$ cat config.mk
export PLATFORM = sky130hd
export DESIGN_NAME = keypad_ctrl_flat
export DESIGN_NICKNAME = d
export VERILOG_FILES = /design/src/rtl/keypad_ctrl_if.sv /design/src/rtl/keypad_ctrl.sv /design/src/flat_wrapper.sv
export SDC_FILE = /design/constraint.sdc
export NUM_CORES = 1
export LEC_CHECK = 0
export BUFFER_PORTS_ARGS = -buffer_cell sky130_fd_sc_hd__buf_2
export CORE_MARGIN = 2
export CORE_UTILIZATION = 30
export DETAILED_ROUTE_END_ITERATION = 8
export PLACE_DENSITY_LB_ADDON = 0.25
export SKIP_LAST_GASP = 1
export SYNTH_ARGS = -nofsm -noshare
export SYNTH_HDL_FRONTEND = slang
export SYNTH_SLANG_ARGS = --single-unit
$ cat constraint.sdc
create_clock -name clk -period 3.5 [get_ports clk]
set_input_delay 0.35 -clock clk [delete_from_list [all_inputs] [get_ports clk]]
set_output_delay 0.35 -clock clk [all_outputs]
set_load 0.01 [all_outputs]
$ cat src/rtl/keypad_ctrl_if.sv
// Bundles the keypad controller's raw scanner inputs, event handshake
// and status flags.
//
// Event handshake: ev_valid is held high while an event is pending, and
// ev_code/ev_repeat stay stable until the consumer takes the event. The
// event transfers on the rising clk edge where ev_valid & ev_ready are
// both 1. ev_ready may be driven independently of ev_valid.
interface keypad_ctrl_if;
  logic       kp_pressed;
  logic [3:0] kp_code;
  logic       ev_valid;
  logic [3:0] ev_code;
  logic       ev_repeat;
  logic       ev_ready;
  logic       key_held;
  logic [3:0] held_code;
  logic       ev_overflow;
  logic       ovf_clr;

  // Controller side
  modport master (
    input  kp_pressed, kp_code, ev_ready, ovf_clr,
    output ev_valid, ev_code, ev_repeat, key_held, held_code, ev_overflow
  );

  // Scanner / consumer side
  modport slave (
    output kp_pressed, kp_code, ev_ready, ovf_clr,
    input  ev_valid, ev_code, ev_repeat, key_held, held_code, ev_overflow
  );
endinterface

$ cat src/rtl/keypad_ctrl.sv
// Keypad sequencing controller: debounces raw scanner samples into press
// events, generates auto-repeat events while a key is held, and queues
// events in a 1-deep register with a sticky overflow flag.
module keypad_ctrl #(
  parameter int unsigned DEBOUNCE_CYC = 16,
  parameter int unsigned RELEASE_CYC  = 16,
  parameter int unsigned REPEAT_DELAY = 50_000_000,
  parameter int unsigned REPEAT_RATE  = 10_000_000
) (
  input  logic          clk,
  input  logic          rst_n,
  keypad_ctrl_if.master bus,
  output logic [1:0]    dbg_state_o
);

  // With repeat disabled the counter is kept 1 bit wide and never fires.
  localparam int unsigned RPT_TOP    = (REPEAT_DELAY == 0) ? 1 : REPEAT_DELAY;
  localparam int unsigned RPT_RELOAD = (REPEAT_RATE >= RPT_TOP) ? 0 : RPT_TOP - REPEAT_RATE;
  localparam int unsigned AGE_W      = $clog2(DEBOUNCE_CYC + 1);
  localparam int unsigned GAP_W      = $clog2(RELEASE_CYC + 1);
  localparam int unsigned RPT_W      = $clog2(RPT_TOP + 1);
  localparam logic [AGE_W-1:0] AGE_MAX = AGE_W'(DEBOUNCE_CYC);
  localparam logic [GAP_W-1:0] GAP_MAX = GAP_W'(RELEASE_CYC);
  localparam logic [RPT_W-1:0] RPT_MAX = RPT_W'(RPT_TOP);

  typedef enum logic [1:0] {
    S_IDLE  = 2'd0,
    S_PRESS = 2'd1,
    S_HELD  = 2'd2
  } state_t;

  state_t           state_q, state_d;
  logic [3:0]       cand_q, cand_d;
  logic [AGE_W-1:0] age_q, age_d;
  logic [GAP_W-1:0] gap_q, gap_d;
  logic [RPT_W-1:0] rpt_q, rpt_d;
  logic             key_held_q, key_held_d;
  logic [3:0]       held_code_q, held_code_d;
  logic             ev_valid_q, ev_valid_d;
  logic [3:0]       ev_code_q, ev_code_d;
  logic             ev_repeat_q, ev_repeat_d;
  logic             ovf_q, ovf_d;

  logic             restart, gap_hit, fire, rpt_hit;
  logic             gen_ev, gen_rpt;
  logic [3:0]       cand_nx, gen_code;
  logic [AGE_W-1:0] age_nx;
  logic [GAP_W-1:0] gap_nx;
  logic [RPT_W-1:0] rpt_nx;

  // A new candidate starts on the first press from IDLE or on any code change.
  assign restart = bus.kp_pressed && (state_q == S_IDLE || bus.kp_code != cand_q);
  assign cand_nx = restart ? bus.kp_code : cand_q;
  assign age_nx  = restart ? AGE_W'(1) : ((age_q == AGE_MAX) ? age_q : age_q + AGE_W'(1));
  assign gap_nx  = bus.kp_pressed ? '0 : ((gap_q == GAP_MAX) ? gap_q : gap_q + GAP_W'(1));
  assign rpt_nx  = (rpt_q == RPT_MAX) ? rpt_q : rpt_q + RPT_W'(1);

  // Release outranks a debounce completion landing on the same edge.
  assign gap_hit = (state_q != S_IDLE) && !bus.kp_pressed && (gap_nx == GAP_MAX);
  assign fire    = ((state_q == S_IDLE && bus.kp_pressed) || state_q == S_PRESS ||
                    (state_q == S_HELD && restart)) && !gap_hit && (age_nx == AGE_MAX);
  assign rpt_hit = (REPEAT_DELAY != 0) && (state_q == S_HELD) && !restart && !gap_hit &&
                   (rpt_nx == RPT_MAX);

  // State and datapath registers with synchronous active-low reset.
  always_ff @(posedge clk) begin
    if (!rst_n) begin
      state_q     <= S_IDLE;
      cand_q      <= '0;
      age_q       <= '0;
      gap_q       <= '0;
      rpt_q       <= '0;
      key_held_q  <= 1'b0;
      held_code_q <= '0;
      ev_valid_q  <= 1'b0;
      ev_code_q   <= '0;
      ev_repeat_q <= 1'b0;
      ovf_q       <= 1'b0;
    end else begin
      state_q     <= state_d;
      cand_q      <= cand_d;
      age_q       <= age_d;
      gap_q       <= gap_d;
      rpt_q       <= rpt_d;
      key_held_q  <= key_held_d;
      held_code_q <= held_code_d;
      ev_valid_q  <= ev_valid_d;
      ev_code_q   <= ev_code_d;
      ev_repeat_q <= ev_repeat_d;
      ovf_q       <= ovf_d;
    end
  end

  // Next-state selection.
  always_comb begin
    state_d = state_q;
    if (gap_hit)      state_d = S_IDLE;
    else if (fire)    state_d = S_HELD;
    else if (restart) state_d = S_PRESS;
  end

  // Counters, held-key status and the 1-deep event register.
  always_comb begin
    cand_d      = cand_nx;
    age_d       = (state_d == S_IDLE) ? '0 : age_nx;
    gap_d       = (state_d == S_IDLE) ? '0 : gap_nx;
    rpt_d       = '0;
    if (rpt_hit)                                rpt_d = RPT_W'(RPT_RELOAD);
    else if (state_d == S_HELD && !fire)        rpt_d = rpt_nx;
    key_held_d  = (state_d == S_HELD);
    held_code_d = fire ? cand_nx : held_code_q;

    gen_ev      = fire || rpt_hit;
    gen_code    = fire ? cand_nx : held_code_q;
    gen_rpt     = !fire;

    ev_valid_d  = ev_valid_q;
    ev_code_d   = ev_code_q;
    ev_repeat_d = ev_repeat_q;
    ovf_d       = bus.ovf_clr ? 1'b0 : ovf_q;
    if (gen_ev) begin
      if (!ev_valid_q || bus.ev_ready) begin
        ev_valid_d  = 1'b1;
        ev_code_d   = gen_code;
        ev_repeat_d = gen_rpt;
      end else begin
        ovf_d = 1'b1;
      end
    end else if (ev_valid_q && bus.ev_ready) begin
      ev_valid_d = 1'b0;
    end
  end

  assign bus.ev_valid    = ev_valid_q;
  assign bus.ev_code     = ev_code_q;
  assign bus.ev_repeat   = ev_repeat_q;
  assign bus.key_held    = key_held_q;
  assign bus.held_code   = held_code_q;
  assign bus.ev_overflow = ovf_q;
  assign dbg_state_o     = state_q;

endmodule

$ cat src/flat_wrapper.sv
// flat-port wrapper written by rule: the top's interface ports become plain ports
module keypad_ctrl_flat 
#(
  parameter int unsigned DEBOUNCE_CYC = 16,
  parameter int unsigned RELEASE_CYC  = 16,
  parameter int unsigned REPEAT_DELAY = 50_000_000,
  parameter int unsigned REPEAT_RATE  = 10_000_000
)
  (clk, rst_n, dbg_state_o, bus_kp_pressed, bus_kp_code, bus_ev_ready, bus_ovf_clr, bus_ev_valid, bus_ev_code, bus_ev_repeat, bus_key_held, bus_held_code, bus_ev_overflow);
  keypad_ctrl_if bus_i ();
  input  logic clk;
  input  logic rst_n;
  output logic [1:0] dbg_state_o;
  input wire logic [$bits(bus_i.kp_pressed)-1:0] bus_kp_pressed;
  input wire logic [$bits(bus_i.kp_code)-1:0] bus_kp_code;
  input wire logic [$bits(bus_i.ev_ready)-1:0] bus_ev_ready;
  input wire logic [$bits(bus_i.ovf_clr)-1:0] bus_ovf_clr;
  output wire logic [$bits(bus_i.ev_valid)-1:0] bus_ev_valid;
  output wire logic [$bits(bus_i.ev_code)-1:0] bus_ev_code;
  output wire logic [$bits(bus_i.ev_repeat)-1:0] bus_ev_repeat;
  output wire logic [$bits(bus_i.key_held)-1:0] bus_key_held;
  output wire logic [$bits(bus_i.held_code)-1:0] bus_held_code;
  output wire logic [$bits(bus_i.ev_overflow)-1:0] bus_ev_overflow;
  assign bus_i.kp_pressed = bus_kp_pressed;
  assign bus_i.kp_code = bus_kp_code;
  assign bus_i.ev_ready = bus_ev_ready;
  assign bus_i.ovf_clr = bus_ovf_clr;
  assign bus_ev_valid = bus_i.ev_valid;
  assign bus_ev_code = bus_i.ev_code;
  assign bus_ev_repeat = bus_i.ev_repeat;
  assign bus_key_held = bus_i.key_held;
  assign bus_held_code = bus_i.held_code;
  assign bus_ev_overflow = bus_i.ev_overflow;
  keypad_ctrl #(.DEBOUNCE_CYC(DEBOUNCE_CYC), .RELEASE_CYC(RELEASE_CYC), .REPEAT_DELAY(REPEAT_DELAY), .REPEAT_RATE(REPEAT_RATE)) u_core (.clk(clk), .rst_n(rst_n), .bus(bus_i), .dbg_state_o(dbg_state_o));
endmodule
* Yosys cells after proc, flatten, opt, wreduce, memory -nomap -nowiden
Index checks and enable logic that the tools add are counted.
Widths: inputs -> output; s select.
** Word-level totals
- Register bits after elaboration :: 54
- Input bits :: 9
- Output and inout bits :: 14
- Word-level logic and storage cells :: 76
** Cells by class
- Muxes and demuxes :: 18
- Reductions and logical operators :: 30
- Add/subtract/negate cells :: 3
- Eq/ne operators :: 11
- Bitwise gates (word level) :: 2
** Operators with widths (count)
- $mux 26 :: 3
- $eq 26x26->1 const B :: 2
- $add 26x1->26 const B :: 1
- $eq 5x5->1 const B :: 4
- $mux 5 :: 4
- $logic_and 1x1->1 :: 12
- $add 5x1->5 const B :: 2
- $mux 4 :: 2
- $mux 1 :: 6
- $mux 2 :: 3
- $logic_not 1->1 :: 5
- $logic_or 1x1->1 :: 5
- $eq 2x2->1 const B :: 2
- $logic_not 2->1 :: 2
- $ne 4x4->1 :: 1
- $reduce_and 2->1 :: 2
- $reduce_bool 2->1 :: 2
- $reduce_or 3->1 :: 1
- $eq 2x1->1 const B :: 1
- $ne 2x2->1 const B :: 1
- $not 1->1 :: 2
- $reduce_or 2->1 :: 1

* Logic depth before layout (Yosys ltp)
- Word-level depth :: 14
- Depth in mapped cells :: 13
- Mapped depth without buffers :: 9

* Worst setup path after synthesis
Ideal clock, no wire load.
- Kind :: register -> register
- From :: reg u_core.gap_q[0]
- To :: reg u_core.rpt_q[18]
- Buffers on the path :: 4
- Data required time :: 3.381 ns
- Slack :: 0.862 ns
- Data arrival time :: 2.519 ns
- Clock period less this slack :: 2.638 ns
- Stages on the path, launching flop included :: 14
- Setup time :: 0.119 ns
- Path through :: dfxtp_1 inv_1 ha_1 nor4bb_1 buf_2 or3_1 a221o_1 o2111ai_2 or2_2 buf_4 a21o_1 buf_6 buf_12 nor2_4
** On the way
- Longest elaborated chain between the ends :: 14
- Elaborated cells on any way between the ends :: 18
- Classes of those cells :: add/sub (1); eq/ne (3); mux (4); bitwise (1); reduce/logical (9)
** RTL lines
- start, declared :: RTL line keypad_ctrl.sv:35 : logic [GAP_W-1:0] gap_q, gap_d;
- start signal, assigned :: RTL line keypad_ctrl.sv:83 : gap_q <= gap_d;
- $add 5x1->5 or $eq 5x5->1 (tied branches) :: RTL line keypad_ctrl.sv:55 : assign gap_nx = bus.kp_pressed ? '0 : ((gap_q == GAP_MAX) ? gap_q : gap_q + GAP_W'(1));
- $mux 5 * (2 in series) :: RTL line keypad_ctrl.sv:55
- $eq 5x5->1 * :: RTL line keypad_ctrl.sv:59 : assign gap_hit = (state_q != S_IDLE) && !bus.kp_pressed && (gap_nx == GAP_MAX);
- $logic_and 1x1->1 * :: RTL line keypad_ctrl.sv:59
- $logic_not 1->1 :: RTL line keypad_ctrl.sv:61, keypad_ctrl.sv:62
- $logic_and 1x1->1 (2 in series) :: RTL line keypad_ctrl.sv:61 : (state_q == S_HELD && restart)) && !gap_hit && (age_nx == AGE_MAX);
- $mux 2 :: RTL line keypad_ctrl.sv:98 : else if (fire) state_d = S_HELD;
- $mux 2 :: RTL line keypad_ctrl.sv:97 : if (gap_hit) state_d = S_IDLE;
- $eq 2x2->1 :: RTL line keypad_ctrl.sv:109 : else if (state_d == S_HELD && !fire) rpt_d = rpt_nx;
- $logic_and 1x1->1 :: RTL line keypad_ctrl.sv:109
- $not 1->1 (no line)
- $reduce_or 3->1 (no line) *
- end signal, assigned :: RTL line keypad_ctrl.sv:84 : rpt_q <= rpt_d;
- end, declared :: RTL line keypad_ctrl.sv:36 : logic [RPT_W-1:0] rpt_q, rpt_d;
Every way passes the cells marked *; elsewhere a longest branch is shown, timed or not.
A chain may end at the register's enable or synchronous reset.

* Worst setup path after layout
- From :: reg u_core.gap_q[0]
- To :: reg u_core.rpt_q[5]
Same word-level chain as after synthesis.

==> flow_metrics.tcl <==
set metrics [dict create \
    antenna_left 0 \
    holdWs_ns 0.216 \
    overflow 0 \
    cts_tree "built" \
    fin_crit_sh_pct 82.9 \
    p_per_area_mw_per_mm2 327 \
    end_kind "flip-flop" \
    timing.reg2reg.setup_slack_ns 0.60 \
    syn_area_per_cell_um2 9.13 \
    fin_tns_setup_ns 0 \
    grt-busiest-layer "met2" \
    max-cap-violations 0 \
    grt_pass1_vias 2381 \
    drt_first_pass_iters 4 \
    clock_latency_ns 0.31 \
    worstHoldPathCells 2 \
    clock_path_buffers 2 \
    syn_inst 338 \
    cts_root_buffer "clkbuf_8" \
    ys_warn_count 0 \
    start_kind "flip-flop" \
    io_pins 23 \
    synth_edf_count 0 \
    ys_types 74 \
    grt_first_pass_wirelength_um 11300 \
    dpl.hpwl_um 4760 \
    fillers 1057 \
    most-common-layout-cells "dfxtp_1 (54), nor2_1 (35), buf_2 (22)" \
    gr-usage-met2_pct 19.8 \
    coreArea_mm2 0.0101 \
    place_area_mm2 0.00326 \
    grt_max_degree 19 \
    initial_core_util_pct 30.4 \
    synth_top_area_share_pct 35.0 \
    skew_ns 0.0111 \
    synth_nets 353 \
    yosysSeqAreaShare_pct 35.0 \
    synthTopCellsByArea "dfxtp_1 (35%), xor2_1 (6.0%), nor2_1 (4.3%), xnor2_1 (3.7%), nor2_4 (2.9%)" \
    cts_resized 0 \
    wl_per_cell_um 13.1 \
    fin_nets 367 \
    rows 37 \
    path_depth 11 \
    use_met1_pct 16.2 \
    path_max_fanout 18 \
    max_slew_margin_pct 63.3 \
    cts.sinks 54 \
    viasPerCell 4.99 \
    r2r_start "u_core.gap_q[0]$_SDFF_PP0_" \
    period_needed_ns 2.90 \
    cpMaxStageDelayCell "a221o_1" \
    hp-start "bus_ovf_clr" \
    final_common_cell "dfxtp_1" \
    clk_pin_slew_ns 0.10 \
    post-route-drc-count 0 \
    vias 2441 \
    post_cts_buffers 0 \
    reg2reg_to "u_core.rpt_q[5]$_SDFF_PP0_" \
    synthFlopType "dfxtp_1" \
    crit_arrival_ns 3.10 \
    critical_path_class "flip-flop to flip-flop" \
    track_usage_pct 12.1 \
    crit_chain "inv_1, ha_1, nor4bb_1, buf_4, nor2_1, a221o_1, o2111ai_2, or2_2, a21o_1, buf_4, nor2_1" \
    crit_family "compound AO/OA/AOI/OAI gates" \
    max_freq_ghz 0.345 \
    syn_area_mm2 0.00309 \
    drv_slew 0 \
    ctsHoldBuffers 0 \
    fp.dieH_um 105 \
    status "finished, final reports clean" \
    async_reset_ff_share_pct 0 \
    dp.cells 481 \
    whs_endpoint "u_core.bus.ev_overflow$_SDFF_PN0_" \
    max_stage_delay_ns 0.42 \
    reg2reg_depth 11 \
    ir_drop_mv 0.175 \
    synth_top_cell_by_area "dfxtp_1" \
    worst_pin_slew_ns 0.546 \
    required_ns 3.69 \
    die_area_mm2 0.0111 \
    numCtsBuffers 5 \
    areaGrowthSynthToFinish_pct 9.53 \
    wirelength_um 6410 \
    final_cell_area_mm2 0.00338 \
    crit_buf_inv 3 \
    drive_gt1_share_pct 19.3 \
    power_leakage_nw 1.19 \
    finalHoldViolCount 0 \
    ys_ff_latch 54 \
    antenna_found_initial 0 \
    antenna_cells 0 \
    finalPower_mw 1.11 \
    gp_congestion 0.807 \
    drt_iter0_drc 64 \
    cts_max_level 2 \
    place.port_buffers 22 \
    crit_start "u_core.gap_q[0]$_SDFF_PP0_" \
    finalSetupViolations 0 \
    grt_use_met3_pct 2.54 \
    hold_class "input port to flip-flop" \
    die_x_um 105 \
    rsz0062_at_grt "false" \
    layout.cells.non_filler 489 \
]
report_power, final:
part | internal (mW) | leakage [nW] | switching (mW)
clock network | 0.217 | 0.0587 | 0.221
registers | 0.619 | 0.436 | 0.00553
logic | 0.0181 | 0.695 | 0.0252
total | 0.855 | 1.19 | 0.252
per-stage QoR:
| stage | utilization [%] | setup slack (ns) |
|---|---|---|
| 6_report | 33.3 | 0.598 |
| 5_1_grt | 33.3 | 0.357 |
| 4_1_cts | 33.3 | 0.582 |
| 3_5_place_dp | 32.2 | 0.601 |
| 3_3_place_gp | 32.2 | 0.643 |
| 2_1_floorplan | - | 0.862 |
layout make-up:
type,count,area [um2],share of cell area (%)
Multi-Input combinational cell,255,1840,54.4
Sequential cell,54,1080,32.0
Inverter,11,41.3,1.22
Timing Repair Buffer,25,133,3.92
Clock inverter,3,47.5,1.41
Tap cell,136,170,5.04
Clock buffer,5,68.8,2.04
Yosys cell counts (2+ instances only):
library cell and instances:
nor3b_1 2, nor4_4 2, mux2_2 2, mux2i_1 6, nor2_2 2, dfxtp_1 54
o211a_1 2, nand2_1 18, nand2b_1 5, or4_1 2, buf_6 3, nor2_1 35
buf_4 2, o21ai_0 7, nor2_4 8, and2_1 7, mux2_1 4, buf_2 9
nand3b_1 2, ha_1 6, a21oi_1 12, clkbuf_1 2, xnor2_1 13, o2bb2ai_1 2
nor4_2 2, nand4_1 11, and3_1 4, and4_1 3, a211oi_1 3, nor3_1 8
inv_1 10, nor4bb_1 2, or2_2 2, a211o_1 2, nor2b_1 2, nand3_1 15
a31oi_1 4, nor4_1 5, or3b_2 3, xor2_1 21
per-layer routing:
layer  share of wire (%)  vias up  routed length (um)
li1                    -     1229                   -
met1                  49     1168                3160
met2                  46       32                2960
met3                 2.8       12                 177
met4                 1.8        0                 117
met5                   0        -                   0
state kept, by name, indices dropped and copies added, names as in the netlist:
register / cells
u_core.age_q: 5
u_core.bus.ev_code: 4
u_core.bus.ev_overflow: 1
u_core.bus.ev_repeat: 1
u_core.bus.ev_valid: 1
u_core.bus.held_code: 4
u_core.bus.key_held: 1
u_core.cand_q: 4
u_core.dbg_state_o: 2
u_core.gap_q: 5
u_core.rpt_q: 26
kinds of logic after synthesis:
family / after synthesis / synth area share, %
muxes: 12 / 4.14
adders and majority gates: 6 / 2.43
DFF: 54 / 35.0
xor gates and xnor gates: 34 / 9.65
buffers and inverters: 29 / 5.39
and+or+nand+nor: 154 / 31.8
AOI/OAI and AO/OA: 49 / 11.6
worst max path at each step:
stage                                        to
detailed placement   u_core.rpt_q[8]$_SDFF_PP0_
floorplan           u_core.rpt_q[18]$_SDFF_PP0_
finish               u_core.rpt_q[5]$_SDFF_PP0_
CTS                  u_core.rpt_q[5]$_SDFF_PP0_
global route         u_core.rpt_q[5]$_SDFF_PP0_
global placement     u_core.rpt_q[8]$_SDFF_PP0_
Power figures use the tool's default switching activity.
